[config.mk]
export PLATFORM = sky130hd
export DESIGN_NAME = maxnet_driver
export DESIGN_NICKNAME = d
export VERILOG_FILES = /design/src/rtl/maxnet_pkg.sv /design/src/rtl/maxnet_set_fifo.sv /design/src/rtl/maxnet_driver.sv
export SDC_FILE = /design/constraint.sdc
export NUM_CORES = 1
export LEC_CHECK = 0
export ABC_CLOCK_PERIOD_IN_PS = 2600
export CORE_UTILIZATION = 30
export DETAILED_ROUTE_END_ITERATION = 8
export SLEW_MARGIN = 0
export SYNTH_ARGS = -nofsm -noshare
export SYNTH_HDL_FRONTEND = slang
export SYNTH_SLANG_ARGS = --single-unit
export TNS_END_PERCENT = 1
[constraint.sdc]
create_clock -name clk -period 2.6 [get_ports clk]
set_input_delay 0.52 -clock clk [delete_from_list [all_inputs] [get_ports clk]]
set_output_delay 0.52 -clock clk [all_outputs]
set_load 0.02 [all_outputs]
[src/rtl/maxnet_pkg.sv]
// Shared types for the maxnet operand driver: FSM states, default operand width,
// operand-set payload and the timeout-counter width helper.
package maxnet_pkg;

  localparam int unsigned DW_DEF = 5;

  typedef enum logic [1:0] {
    S_IDLE = 2'd0,
    S_LOAD = 2'd1,
    S_WAIT = 2'd2,
    S_HOLD = 2'd3
  } state_e;

  typedef struct packed {
    logic [DW_DEF-1:0] b3;
    logic [DW_DEF-1:0] b2;
    logic [DW_DEF-1:0] b1;
    logic [DW_DEF-1:0] b0;
  } opset_t;

  // Timeout counter is never narrower than 8 bits, wider when TMO needs it.
  function automatic int unsigned tmo_cw(input int unsigned tmo);
    int unsigned w;
    w = $clog2(tmo + 32'd1);
    return (w > 32'd8) ? w : 32'd8;
  endfunction

endpackage

[src/rtl/maxnet_set_fifo.sv]
// Operand-set FIFO: DEPTH entries of payload_t, extra-MSB pointers so full and
// empty come from a single compare.
module maxnet_set_fifo
  import maxnet_pkg::*;
#(
  parameter int unsigned DEPTH = 4,
  parameter type payload_t = opset_t
) (
  input  logic     clk,
  input  logic     rst,
  input  logic     push,
  input  logic     pop,
  input  payload_t din,
  output payload_t dout,
  output logic     full,
  output logic     empty
);

  localparam int unsigned AW = $clog2(DEPTH);
  localparam int unsigned PW = AW + 1;

  logic [PW-1:0] wr_q, wr_d, rd_q, rd_d;
  logic          push_s, pop_s;
  payload_t      mem_q [DEPTH];

  assign full   = (wr_q[AW] != rd_q[AW]) && (wr_q[AW-1:0] == rd_q[AW-1:0]);
  assign empty  = (wr_q == rd_q);
  assign push_s = push && !full;
  assign pop_s  = pop && !empty;
  assign dout   = mem_q[rd_q[AW-1:0]];

  always_comb begin
    wr_d = push_s ? (wr_q + PW'(1)) : wr_q;
    rd_d = pop_s  ? (rd_q + PW'(1)) : rd_q;
  end

  always_ff @(posedge clk or negedge rst) begin
    if (!rst) begin
      wr_q <= '0;
      rd_q <= '0;
    end else begin
      wr_q <= wr_d;
      rd_q <= rd_d;
    end
  end

  // Storage carries no reset; the pointers alone define what is valid.
  always_ff @(posedge clk) begin
    if (push_s) begin
      mem_q[wr_q[AW-1:0]] <= din;
    end
  end

endmodule

[src/rtl/maxnet_driver.sv]
// Buffers operand sets, drives them to a compute core one at a time and holds each
// result for the consumer. MAXNET_DRIVER_TIMEOUT_EN adds a WAIT-state timeout.
module maxnet_driver
  import maxnet_pkg::*;
#(
  parameter int unsigned DW    = DW_DEF,
  parameter int unsigned DEPTH = 4,
  parameter int unsigned TMO   = 255
) (
  input  logic          clk,
  input  logic          rst,
  input  logic          in_valid,
  output logic          in_ready,
  input  logic [DW-1:0] in_b0,
  input  logic [DW-1:0] in_b1,
  input  logic [DW-1:0] in_b2,
  input  logic [DW-1:0] in_b3,
  output logic          core_start,
  output logic [DW-1:0] core_b0,
  output logic [DW-1:0] core_b1,
  output logic [DW-1:0] core_b2,
  output logic [DW-1:0] core_b3,
  input  logic          core_done,
  input  logic [DW-1:0] core_result,
  output logic          out_valid,
  input  logic          out_ready,
  output logic [DW-1:0] out_result,
  output logic          out_err
);

  typedef struct packed {
    logic [DW-1:0] b3;
    logic [DW-1:0] b2;
    logic [DW-1:0] b1;
    logic [DW-1:0] b0;
  } set_t;

  state_e        state_q, state_d;
  set_t          in_set_s, head_s, ops_q, ops_d;
  logic          full_s, empty_s, pop_s;
  logic          first_q, first_d;
  logic          start_q, valid_q;
  logic [DW-1:0] res_q, res_d;
`ifdef MAXNET_DRIVER_TIMEOUT_EN
  localparam int unsigned CW = tmo_cw(TMO);
  logic [CW-1:0] cnt_q, cnt_d;
  logic          err_q, err_d;
`endif

  assign in_set_s = '{b3: in_b3, b2: in_b2, b1: in_b1, b0: in_b0};

  maxnet_set_fifo #(.DEPTH(DEPTH), .payload_t(set_t)) u_fifo (
    .clk   (clk),
    .rst   (rst),
    .push  (in_valid),
    .pop   (pop_s),
    .din   (in_set_s),
    .dout  (head_s),
    .full  (full_s),
    .empty (empty_s)
  );

  // Next-state and datapath for the load/wait/hold sequence.
  always_comb begin
    state_d = state_q;
    ops_d   = ops_q;
    first_d = first_q;
    res_d   = res_q;
    pop_s   = 1'b0;
`ifdef MAXNET_DRIVER_TIMEOUT_EN
    cnt_d   = cnt_q;
    err_d   = err_q;
`endif
    case (state_q)
      S_IDLE: begin
        if (!empty_s) begin
          pop_s   = 1'b1;
          ops_d   = head_s;
          state_d = S_LOAD;
        end else begin
          state_d = S_IDLE;
        end
      end
      S_LOAD: begin
        first_d = 1'b1;
        state_d = S_WAIT;
`ifdef MAXNET_DRIVER_TIMEOUT_EN
        cnt_d   = '0;
`endif
      end
      S_WAIT: begin
        // core_done may still be high from the previous run on the first WAIT cycle
        first_d = 1'b0;
`ifdef MAXNET_DRIVER_TIMEOUT_EN
        cnt_d   = cnt_q + CW'(1);
`endif
        if (!first_q && core_done) begin
          res_d   = core_result;
          state_d = S_HOLD;
`ifdef MAXNET_DRIVER_TIMEOUT_EN
          err_d   = 1'b0;
`endif
        end
`ifdef MAXNET_DRIVER_TIMEOUT_EN
        else if (cnt_q == CW'(TMO - 32'd1)) begin
          res_d   = '0;
          err_d   = 1'b1;
          state_d = S_HOLD;
        end
`endif
        else begin
          state_d = S_WAIT;
        end
      end
      S_HOLD: begin
        if (out_ready) begin
          state_d = S_IDLE;
        end else begin
          state_d = S_HOLD;
        end
      end
      default: begin
        state_d = S_IDLE;
      end
    endcase
  end

  // State and output registers; start/valid are registered from the next state.
  always_ff @(posedge clk or negedge rst) begin
    if (!rst) begin
      state_q <= S_IDLE;
      ops_q   <= '0;
      first_q <= 1'b0;
      res_q   <= '0;
      start_q <= 1'b0;
      valid_q <= 1'b0;
`ifdef MAXNET_DRIVER_TIMEOUT_EN
      cnt_q   <= '0;
      err_q   <= 1'b0;
`endif
    end else begin
      state_q <= state_d;
      ops_q   <= ops_d;
      first_q <= first_d;
      res_q   <= res_d;
      start_q <= (state_d == S_LOAD);
      valid_q <= (state_d == S_HOLD);
`ifdef MAXNET_DRIVER_TIMEOUT_EN
      cnt_q   <= cnt_d;
      err_q   <= err_d;
`endif
    end
  end

  assign in_ready   = !full_s;
  assign core_start = start_q;
  assign core_b0    = ops_q.b0;
  assign core_b1    = ops_q.b1;
  assign core_b2    = ops_q.b2;
  assign core_b3    = ops_q.b3;
  assign out_valid  = valid_q;
  assign out_result = res_q;
`ifdef MAXNET_DRIVER_TIMEOUT_EN
  assign out_err    = err_q;
`else
  assign out_err    = 1'b0;
`endif

endmodule

==> results of run 1 <==
[layer usage]
metal	global-route usage	vias to the layer above	wire [um]
met3	0.0488	9	418
met5	0	-	0
met4	0.0473	0	108
met1	0.132	1111	3410
li1	-	994	-
met2	0.189	56	4160
[synth_stat cells, drive strengths merged (2+ instances only)]
cell / number
inv: 7
mux2: 27
xnor2: 4
edfxtp: 80
xor2: 4
nor3: 2
and2: 3
buf: 6
dfrtp: 36
ha: 9
mux4: 20
[logic make-up (layout without fill, tap and decap cells)]
family                     count (synthesis)  in the layout  synth area share
adders and majority gates                  9              9            0.0248
muxes                                     48             48             0.183
xor gates and xnor gates                   8              8            0.0187
other                                      1              1          0.000826
AOI/OAI and AO/OA                          5              5            0.0121
buffers and inverters                     14            104            0.0165
DFF                                      116            116             0.728
and+or+nand+nor                           12             12            0.0160
[critical path: cells and delay by family (launching register included)]
kind,cells,cell delay [ns]
simple gates,1,0.38
xor+xnor,1,0.22
flops,1,0.44
buf+inv,1,0.54
[placed cells by master (no fill, tap or decap), drive strengths merged, types with 2 or more instances in the layout]
cell,count
edfxtp,80
clkdlybuf4s50,56
dfrtp,36
mux2,27
clkbuf,26
mux4,20
ha,9
buf,9
inv,7
xnor2,4
xor2,4
and2,3
clkinv,3
nor3,2
bufinv,2
[worst max-delay path by stage]
stage	cells past startpoint	endpoint
after floorplan	3	u_fifo.mem_q[0][0]
after global placement	3	in_ready
after detailed placement	4	u_fifo.mem_q[1][9]
after CTS	3	in_ready
after global routing	3	in_ready
final	3	in_ready
[where the power goes]
part | switching, mW | leakage (nW) | internal, mW | total (mW)
clock | 0.736 | 0.266 | 1.43 | 2.16
combinational | 1.31 | 0.767 | 1.43 | 2.74
sequential | 0.246 | 1.16 | 2.60 | 2.84
total | 2.29 | 2.19 | 5.46 | 7.75
[stage by stage]
stage / setup WS (ns) / cell area [um^2] / hold slack, ns / cells
floorplan: 0.687 / 4540 / 0.224 / 213
global placement: 0.524 / 5350 / 0.485 / 455
detailed placement: 0.494 / 5350 / 0.491 / 455
CTS: 0.0725 / 5900 / 0.0720 / 487
global route: 0.0334 / 5900 / 0.0962 / 487
finish: 0.0917 / 5900 / 0.0763 / 487
[registers in the layout, indices dropped and copies added, names as in the netlist]
signal and cells:
core_b1 5, out_valid 1, first_q 1, state_q 2, core_b3 5, core_b0 5
out_result 5, core_b2 5, u_fifo.rd_q 3, u_fifo.wr_q 3, core_start 1, u_fifo.mem_q 80
[cell type report]
type / count / area (um^2) / share of cell area
flip-flops and latches: 116 / 3300 / 0.560
multi-input cells: 83 / 1160 / 0.197
repair buffers: 65 / 626 / 0.106
clock buffers: 26 / 469 / 0.0795
well taps: 184 / 230 / 0.0390
clock inverters: 6 / 82.6 / 0.0140
inverters: 7 / 26.3 / 0.00445
==> results.ini, run 1 <==
[route]
drtIter0Drc = 79
ant_nets = 0
avgViaCountPerCell = 4.46
via_count = 2170
drtPass1Iterations = 6
postRouteWirelength_um = 8090
post_drt_wl_per_cell_um = 16.6
drt_drc = 14

[layout]
drive_above_1_share = 0.261
layout.nets = 329
areaGrowthSynthToFinish_pct = 30.0
final_core_utilization = 0.403
antenna_cells_inserted = 0
fillers = 1323

[logic_synthesis]
synth_cell_type_count = 32
netlist.area_leader.share = 0.529
synth_area_um2 = 4540
number_of_enable_type_register_cells_in_the_synthesized_netlist = 80
postSynth.asyncResetShare = 0.310
sequential_cell_area_fraction_in_the_yosys_report = 0.728
postSynthAreaPerCell_um2 = 21.3
synth_top_area_cell = sky130_fd_sc_hd__edfxtp_1
synth_flop_cell = sky130_fd_sc_hd__edfxtp_1
synthesis.yosys.warnings = 0
yosys-top-cells-area = sky130_fd_sc_hd__edfxtp_1, sky130_fd_sc_hd__dfrtp_1, sky130_fd_sc_hd__mux4_2
mappedNetlistNets = 252
syn-instance-count = 213
flops_latches_synth = 116

[worst_setup_path]
critical_path_class = flop to primary output
startpoint_type = flop
worst_setup_path_end_kind = primary output
worst_ep_required_time_ns = 2.08
crit_fanout = 6
r2r_start = u_fifo.wr_q[1]
worstPathCellList = xor2_2 -> or3_1 -> clkdlybuf4s50_1
rrSetupSlack_ns = 0.71
worst_endpoint_data_arrival_time_ns = 1.99
worst_r2r_path_depth = 4
cpPeakStageDelay_ns = 0.54
crit-reg2reg-capture = u_fifo.mem_q[1][0]
critical_path.startpoint = u_fifo.wr_q[1]
timing.critical_path.slowest_stage_cell = sky130_fd_sc_hd__clkdlybuf4s50_1

[floorplan]
placeableCoreArea_um2 = 14600
initial_utilization = 0.310
die_height_um = 125
ios = 59
design.die.area_um2 = 15600
rows = 44
overall_die_width_um = 125

[clocking]
cts_buffer_count = 17
clock_sink_count = 116
cts.repair_timing.setup_buffer_count = 0
insertion_delay_ns = 0.40
clock_tree.htree_level_count = 4
cts.root.buffer_cell = sky130_fd_sc_hd__clkbuf_16
cts.hold.buffers_added = 0
max-clock-path-buffers = 2
cts_resized = 0
worst_setup_hold_path_clk_slew_ns = 0.05
clock_tree_from_tritoncts = done

[place]
gp_routability_congestion = 0.707
detailedPlacementHpwl_um = 5100
io_buffer_count = 57

[global_routing]
via_count_of_the_first_global_routing_pass = 2385
grt_antenna_before_repair = 0
grt_first_pass_wirelength_um = 13000
grt_start_max_net_pins = 23
track_usage = 0.115
grt-ovfl-total = 0

[run_status]
run_status = complete, but fails checks
failed_checks = DRC

[sta]
achievable_freq_ghz = 0.399
drv_slew = 0
fin_crit_sh = 0.965
total_setup_violations_reported_at_the_end_of_the_flow = 0
finalHoldViolCount = 0
finalCriticalPeriod_ns = 2.51
setup_total_neg_slack_ns = 0
finClkSkew_ns = 0.00681
rsz0062_at_grt = false

[run]
drv.max_cap_violation_count = 0

[power]
ir_drop_v = 0.000447
p_total_mw = 7.75
power.leakage_nw = 2.19
power_density_nw_per_um2 = 1310

[worst_hold_path]
min-delay-path-class = input pin to async pin

Note: power is estimated with default switching activity, not from simulation.
==> inputs of run 2 (changes only) <==
ABC_AREA = 1   (was not set)
==> results.ini, run 2 <==
[run_status]
run_status = completed

[worst_setup_path]
worst_ep_required_time_ns = 2.08  ; about the same
timing.critical_path.buf_inv = 2  ; +1
timing.critical_path.max_delay_family = buffers and inverters
worst_setup_path_end_kind = primary output
worstPathCellList = inv_1 -> nand2_1 -> nand2_2 -> nand3_2 -> clkdlybuf4s50_1
r2r_start = u_fifo.wr_q[0]
crit_fanout = 6  ; unchanged
cpPeakStageDelay_ns = 0.58  ; +0.04 ns
startpoint_type = flop
timing.critical_path.slowest_stage_cell = sky130_fd_sc_hd__clkdlybuf4s50_1
critical_path.startpoint = u_fifo.wr_q[0]
worst_endpoint_data_arrival_time_ns = 1.92  ; -0.07 ns
critical_path_class = flop to primary output

[power]
ir_drop_v = 0.000568  ; +27%
power.leakage_nw = 2.77  ; +26%
power_density_nw_per_um2 = 1220  ; -7.4%
p_total_mw = 7.69  ; -0.74%

[floorplan]
placeableCoreArea_um2 = 16100  ; +9.7%
rows = 46  ; +4.5%
overall_die_width_um = 131  ; +4.7%
die_height_um = 131  ; +4.7%
initial_utilization = 0.310  ; +0.000446
ios = 59  ; unchanged
design.die.area_um2 = 17100  ; +9.6%

[layout]
final_core_utilization = 0.394  ; -0.00913
final_cell_mix = sky130_fd_sc_hd__nand2_1, sky130_fd_sc_hd__edfxtp_1, sky130_fd_sc_hd__inv_1, sky130_fd_sc_hd__clkdlybuf4s50_1, sky130_fd_sc_hd__nand3_1
final_common_cell = sky130_fd_sc_hd__nand2_1
drive_above_1_share = 0.120  ; -0.140
layout.nets = 591  ; +80%
flip_flop_count_of_the_largest_register_all_copies_and_words_added = 80  ; unchanged
areaGrowthSynthToFinish_pct = 26.8
antenna_cells_inserted = 0  ; unchanged
final_area_um2 = 6320  ; +7.2%

[global_routing]
grt_util_met1 = 0.146  ; +0.0139
grt_first_pass_wirelength_um = 15200  ; +17%
via_count_of_the_first_global_routing_pass = 3126  ; +31%
busiest_layer = met2
grtUsageMet2 = 0.190  ; +0.00119
grt_start_max_net_pins = 55  ; +140%
grt-ovfl-total = 0  ; unchanged
grt_antenna_before_repair = 0  ; unchanged
track_usage = 0.121  ; +0.00558
grt.met3_usage = 0.0456  ; -0.00318

[route]
ant_nets = 0  ; unchanged
drtIter0Drc = 180  ; +130%
avgViaCountPerCell = 4.14  ; -7.1%
post_drt_wl_per_cell_um = 11.8  ; -29%
drtPass1Iterations = 4  ; -2
via_count = 3233  ; +49%
drt_drc = 0  ; -14
postRouteWirelength_um = 9210  ; +14%

[place]
gp_routability_congestion = 0.811  ; +15%
detailedPlacementHpwl_um = 6200  ; +21%
dp_slack_ns = 0.536  ; +0.0419 ns
placed_area_um2 = 5780  ; +8.1%
io_buffer_count = 57  ; unchanged

[sta]
total_setup_violations_reported_at_the_end_of_the_flow = 0  ; unchanged
slew_headroom = 0.448
timing_worst_slew_pin_value_ns = 0.828
rsz0062_at_grt = false
finalCriticalPeriod_ns = 2.44  ; -0.0663 ns
finClkSkew_ns = 0.00756  ; +0.000747 ns
setup_total_neg_slack_ns = 0  ; unchanged
fin_crit_sh = 0.939  ; -0.0255
achievable_freq_ghz = 0.410  ; +2.7%
final_critical_path_setup_slack_ns = 0.158  ; +0.0663 ns
drv_slew = 0  ; unchanged
finalHoldViolCount = 0  ; unchanged

[run]
drv.max_cap_violation_count = 0  ; unchanged

[clocking]
cts.root.buffer_cell = sky130_fd_sc_hd__clkbuf_16
max-clock-path-buffers = 2  ; unchanged
worst_setup_hold_path_clk_slew_ns = 0.05  ; about the same
cts_buffer_count = 17  ; unchanged
cts.repair_timing.setup_buffer_count = 0  ; unchanged
clock_sink_count = 116  ; unchanged
cts.hold.buffers_added = 0  ; unchanged
insertion_delay_ns = 0.41  ; about the same
clock_tree_from_tritoncts = done
clock_tree.htree_level_count = 4  ; unchanged
cts_resized = 0  ; unchanged

[logic_synthesis]
synth_flop_cell = sky130_fd_sc_hd__edfxtp_1
syn-instance-count = 488  ; +130%
netlist.area_leader.share = 0.482  ; -0.0473
flops_latches_synth = 116  ; unchanged
synth_cell_type_count = 23  ; -28%
number_of_enable_type_register_cells_in_the_synthesized_netlist = 80  ; unchanged
post_synth_most_frequent_cells = sky130_fd_sc_hd__nand2_1, sky130_fd_sc_hd__edfxtp_1, sky130_fd_sc_hd__inv_1
mappedNetlistNets = 527  ; +110%
synth_area_um2 = 4980  ; +9.8%
yosys-top-cells-area = sky130_fd_sc_hd__edfxtp_1, sky130_fd_sc_hd__dfrtp_1, sky130_fd_sc_hd__nand2_1
sequential_cell_area_fraction_in_the_yosys_report = 0.663  ; -0.0650
yosysMostFrequentCell = sky130_fd_sc_hd__nand2_1
synth_top_area_cell = sky130_fd_sc_hd__edfxtp_1
postSynth.asyncResetShare = 0.310  ; unchanged
synthesis.yosys.warnings = 0  ; unchanged
postSynthAreaPerCell_um2 = 10.2  ; -52%

[worst_hold_path]
min-delay-path-class = input pin to async pin

==> run 2: cell count changes in the layout (fill, tap and decap cells not counted), moves of 3 or more <==
cell	previous run	this run
sky130_fd_sc_hd__and2_1	3	0
sky130_fd_sc_hd__clkbuf_1	8	1
sky130_fd_sc_hd__clkinvlp_4	1	6
sky130_fd_sc_hd__inv_1	7	56
sky130_fd_sc_hd__mux2_2	10	0
sky130_fd_sc_hd__mux2_4	15	0
sky130_fd_sc_hd__mux4_1	3	0
sky130_fd_sc_hd__mux4_2	17	0
sky130_fd_sc_hd__nand2_1	0	155
sky130_fd_sc_hd__nand3_1	0	52
sky130_fd_sc_hd__nor2_1	1	46
sky130_fd_sc_hd__nor2_2	0	3
sky130_fd_sc_hd__or2_2	0	20
sky130_fd_sc_hd__xnor2_1	4	0
==> run 2: metrics by stage <==
| step | hold WS (ns) | instances |
|---|---|---|
| after floorplan | 0.224 | 488 |
| after global placement | 0.454 | 749 |
| after detailed placement | 0.458 | 749 |
| after CTS | 0.231 | 781 |
| after global routing | 0.272 | 781 |
| final | 0.217 | 781 |
==> run 2: routing by layer <==
layer	up-vias	routed length (um)
met4	0	140
li1	1677	-
met5	-	0
met3	13	439
met1	1472	4350
met2	71	4280
==> run 2: power breakdown <==
group / internal (mW) / total, mW / switching [mW]
sequential: 2.55 / 2.78 / 0.229
combinational: 1.09 / 2.85 / 1.76
clock: 1.26 / 2.06 / 0.796
total: 4.91 / 7.69 / 2.78
==> run 2: kinds of logic after synthesis <==
kind of cell | share of synthesized area
AO/OA/AOI/OAI | 0.00226
XOR/XNOR | 0.00678
adder cells (fa/ha/maj) | 0.0226
buffers and inverters | 0.0638
flip-flops | 0.663
other | 0.000752
AND/OR/NAND/NOR | 0.241
==> run 2: layout make-up <==
| class | instances | area (um^2) |
|---|---|---|
| fill | 1522 | 9740 |
| sequential | 116 | 3300 |
| multi-input combinational | 296 | 1370 |
| timing repair buffer | 65 | 626 |
| clock buffer | 19 | 454 |
| tap | 216 | 270 |
| inverter | 56 | 210 |
| clock inverter | 13 | 86.3 |
==> run 2: worst paths after layout <==
kind                                           end  slack (ns)  cells after the start
worst max register to register  u_fifo.mem_q[2][4]        0.76                      7
worst min-delay path                 out_result[4]        0.22                      1
worst max-delay path                      in_ready        0.16                      5
max in group asynchronous           u_fifo.rd_q[0]        1.81                      1
worst min register to register       out_result[0]        0.47                      2
min in group clk                     out_result[0]        0.47                      2
==> inputs of run 3 (changes only) <==
CELL_PAD_IN_SITES_DETAIL_PLACEMENT = 0   (was not set)
CELL_PAD_IN_SITES_GLOBAL_PLACEMENT = 2   (was not set)
PLACE_DENSITY_LB_ADDON = 0.1   (was not set)
==> results.ini, run 3 (synthesis gave the netlist of run 2 again) <==
[run_status]
run_status = completed

[sta]
finalCriticalPeriod_ns = 2.42  ; -0.0267 ns
slew_headroom = 0.516  ; +0.0678
fin_crit_sh = 0.929  ; -0.0103
finClkSkew_ns = 0.00434  ; -0.00322 ns
rsz0062_at_grt = false
drv_slew = 0  ; unchanged
setup_total_neg_slack_ns = 0  ; unchanged
finalHoldViolCount = 0  ; unchanged
timing_worst_slew_pin_value_ns = 0.726  ; -0.102 ns
final_critical_path_setup_slack_ns = 0.185  ; +0.0267 ns
fin_hold_ws_ns = 0.468  ; +0.251 ns
achievable_freq_ghz = 0.414  ; +1.1%
total_setup_violations_reported_at_the_end_of_the_flow = 0  ; unchanged

[place]
gp_routability_congestion = 0.706  ; -13%
placed_area_um2 = 5790  ; +0.13%
detailedPlacementHpwl_um = 6390  ; +3.0%
io_buffer_count = 57  ; unchanged
dp_slack_ns = 0.516  ; -0.0204 ns
placed_cells = 750  ; +0.13%

[route]
ant_nets = 0  ; unchanged
via_count = 3207  ; -0.80%
postRouteWirelength_um = 9790  ; +6.2%
drtPass1Iterations = 4  ; unchanged
drtIter0Drc = 97  ; -46%
post_drt_wl_per_cell_um = 12.5  ; +5.8%
avgViaCountPerCell = 4.09  ; -1.2%
drt_drc = 0  ; unchanged

[power]
power.leakage_nw = 2.84  ; +2.4%
power_density_nw_per_um2 = 1260  ; +4.0%
ir_drop_v = 0.000482  ; -15%
p_total_mw = 8.12  ; +5.6%

[global_routing]
grt_start_max_net_pins = 82  ; +49%
grt_antenna_before_repair = 1  ; +1
track_usage = 0.127  ; +0.00602
grt-ovfl-total = 0  ; unchanged
via_count_of_the_first_global_routing_pass = 3031  ; -3.0%
grt_first_pass_wirelength_um = 15400  ; +1.4%

[layout]
layout.nets = 593  ; +0.34%
areaGrowthSynthToFinish_pct = 28.8
final_core_utilization = 0.400  ; +0.00615
drive_above_1_share = 0.116  ; -0.00395
final_cell_mix = sky130_fd_sc_hd__nand2_1, sky130_fd_sc_hd__edfxtp_1, sky130_fd_sc_hd__inv_1, sky130_fd_sc_hd__clkdlybuf4s50_1, sky130_fd_sc_hd__nand3_1
layout.cells.non_filler = 784  ; +0.38%
final_common_cell = sky130_fd_sc_hd__nand2_1
flip_flop_count_of_the_largest_register_all_copies_and_words_added = 80  ; unchanged
final_area_um2 = 6420  ; +1.6%

[worst_setup_path]
cp_num_cells = 5  ; unchanged
timing.critical_path.slowest_stage_cell = sky130_fd_sc_hd__clkdlybuf4s50_1
timing.critical_path.buf_inv = 2  ; unchanged
crit_fanout = 6  ; unchanged
worst_r2r_path_depth = 7  ; unchanged
timing.critical_path.max_delay_family = buffers and inverters
worst_endpoint_data_arrival_time_ns = 1.90  ; -0.02 ns
worst_setup_path_end_kind = primary output
cpPeakStageDelay_ns = 0.58  ; about the same
startpoint_type = flop
critical_path_class = flop to primary output
worstPathCellList = inv_1 -> nand2_1 -> nand2_2 -> nand3_2 -> clkdlybuf4s50_1
worst_ep_required_time_ns = 2.08  ; about the same

[clocking]
cts.root.buffer_cell = sky130_fd_sc_hd__clkbuf_16
insertion_delay_ns = 0.41  ; about the same
worst_setup_hold_path_clk_slew_ns = 0.05  ; about the same
clock_tree_from_tritoncts = done
max-clock-path-buffers = 2  ; unchanged
clock_tree.htree_level_count = 4  ; unchanged
clock_sink_count = 116  ; unchanged
cts_buffer_count = 17  ; unchanged

[floorplan]
die_height_um = 131  ; unchanged
initial_utilization = 0.310  ; unchanged
ios = 59  ; unchanged
overall_die_width_um = 131  ; unchanged
placeableCoreArea_um2 = 16100  ; unchanged
rows = 46  ; unchanged
design.die.area_um2 = 17100  ; unchanged

[run]
drv.max_cap_violation_count = 0  ; unchanged

[worst_hold_path]
min-delay-path-class = flop to flop
hold_path_cells = 2

==> run 3: cell types whose count changed in the layout (fill, tap and decap cells not counted) <==
cell and change:
sky130_fd_sc_hd__clkbuf_16 -1, sky130_fd_sc_hd__clkinvlp_4 -6, sky130_fd_sc_hd__clkinv_1 +3, sky130_fd_sc_hd__bufinv_16 +5, sky130_fd_sc_hd__diode_2 +1, sky130_fd_sc_hd__clkinv_4 -2, sky130_fd_sc_hd__buf_4 +1, sky130_fd_sc_hd__dlygate4sd3_1 +1
sky130_fd_sc_hd__clkinv_2 +1
==> run 3: area by class of cell <==
| cell class | count | area (um^2) |
|---|---|---|
| tap | 216 | 270 |
| clock inverter | 14 | 190 |
| sequential | 116 | 3300 |
| inverter | 56 | 210 |
| timing repair buffer | 67 | 643 |
| fill | 1513 | 9640 |
| multi-input combinational | 296 | 1370 |
| clock buffer | 18 | 429 |
| antenna | 1 | 2.50 |
==> run 3: power breakdown <==
part           switching [mW]  total, mW  internal [mW]
Clock                   0.776       2.45           1.67
Sequential              0.220       2.77           2.55
Combinational            1.81       2.90           1.09
==> run 3: metal layers <==
layer  global-route usage  vias up  routed length [um]
li1                     -     1684                   -
met1                0.150     1451                4510
met2                0.202       60                4640
met3               0.0501       12                 495
met4               0.0588        0                 146
met5                    0        -                   0
==> run 3: worst reg2reg max path: stages, from the launching register on <==
cell and delay (ns):
sky130_fd_sc_hd__dfrtp_1 0.41, sky130_fd_sc_hd__inv_1 0.11, sky130_fd_sc_hd__nand2_1 0.09, sky130_fd_sc_hd__nand2_2 0.09
sky130_fd_sc_hd__nand3_2 0.14, sky130_fd_sc_hd__nand2_1 0.19, sky130_fd_sc_hd__nor2_2 0.13, sky130_fd_sc_hd__buf_4 0.32
==> run 3: repair_timing <==
item	in CTS	in global routing
hold buffers	1	0
gates resized for setup	0	0
hold endpoints to repair	7	0
setup buffers	0	0
setup endpoints to repair	0	0
==> run 3: final timing paths <==
check / slack, ns / end / start
max: 0.18 / in_ready / u_fifo.wr_q[0]
min: 0.47 / out_result[1] / out_result[1]
max reg2reg: 0.78 / u_fifo.mem_q[2][16] / u_fifo.wr_q[0]
min reg2reg: 0.47 / out_result[1] / out_result[1]
max in group asynchronous: 1.60 / u_fifo.rd_q[0] / rst
min in group asynchronous: 0.49 / core_b0[2] / rst
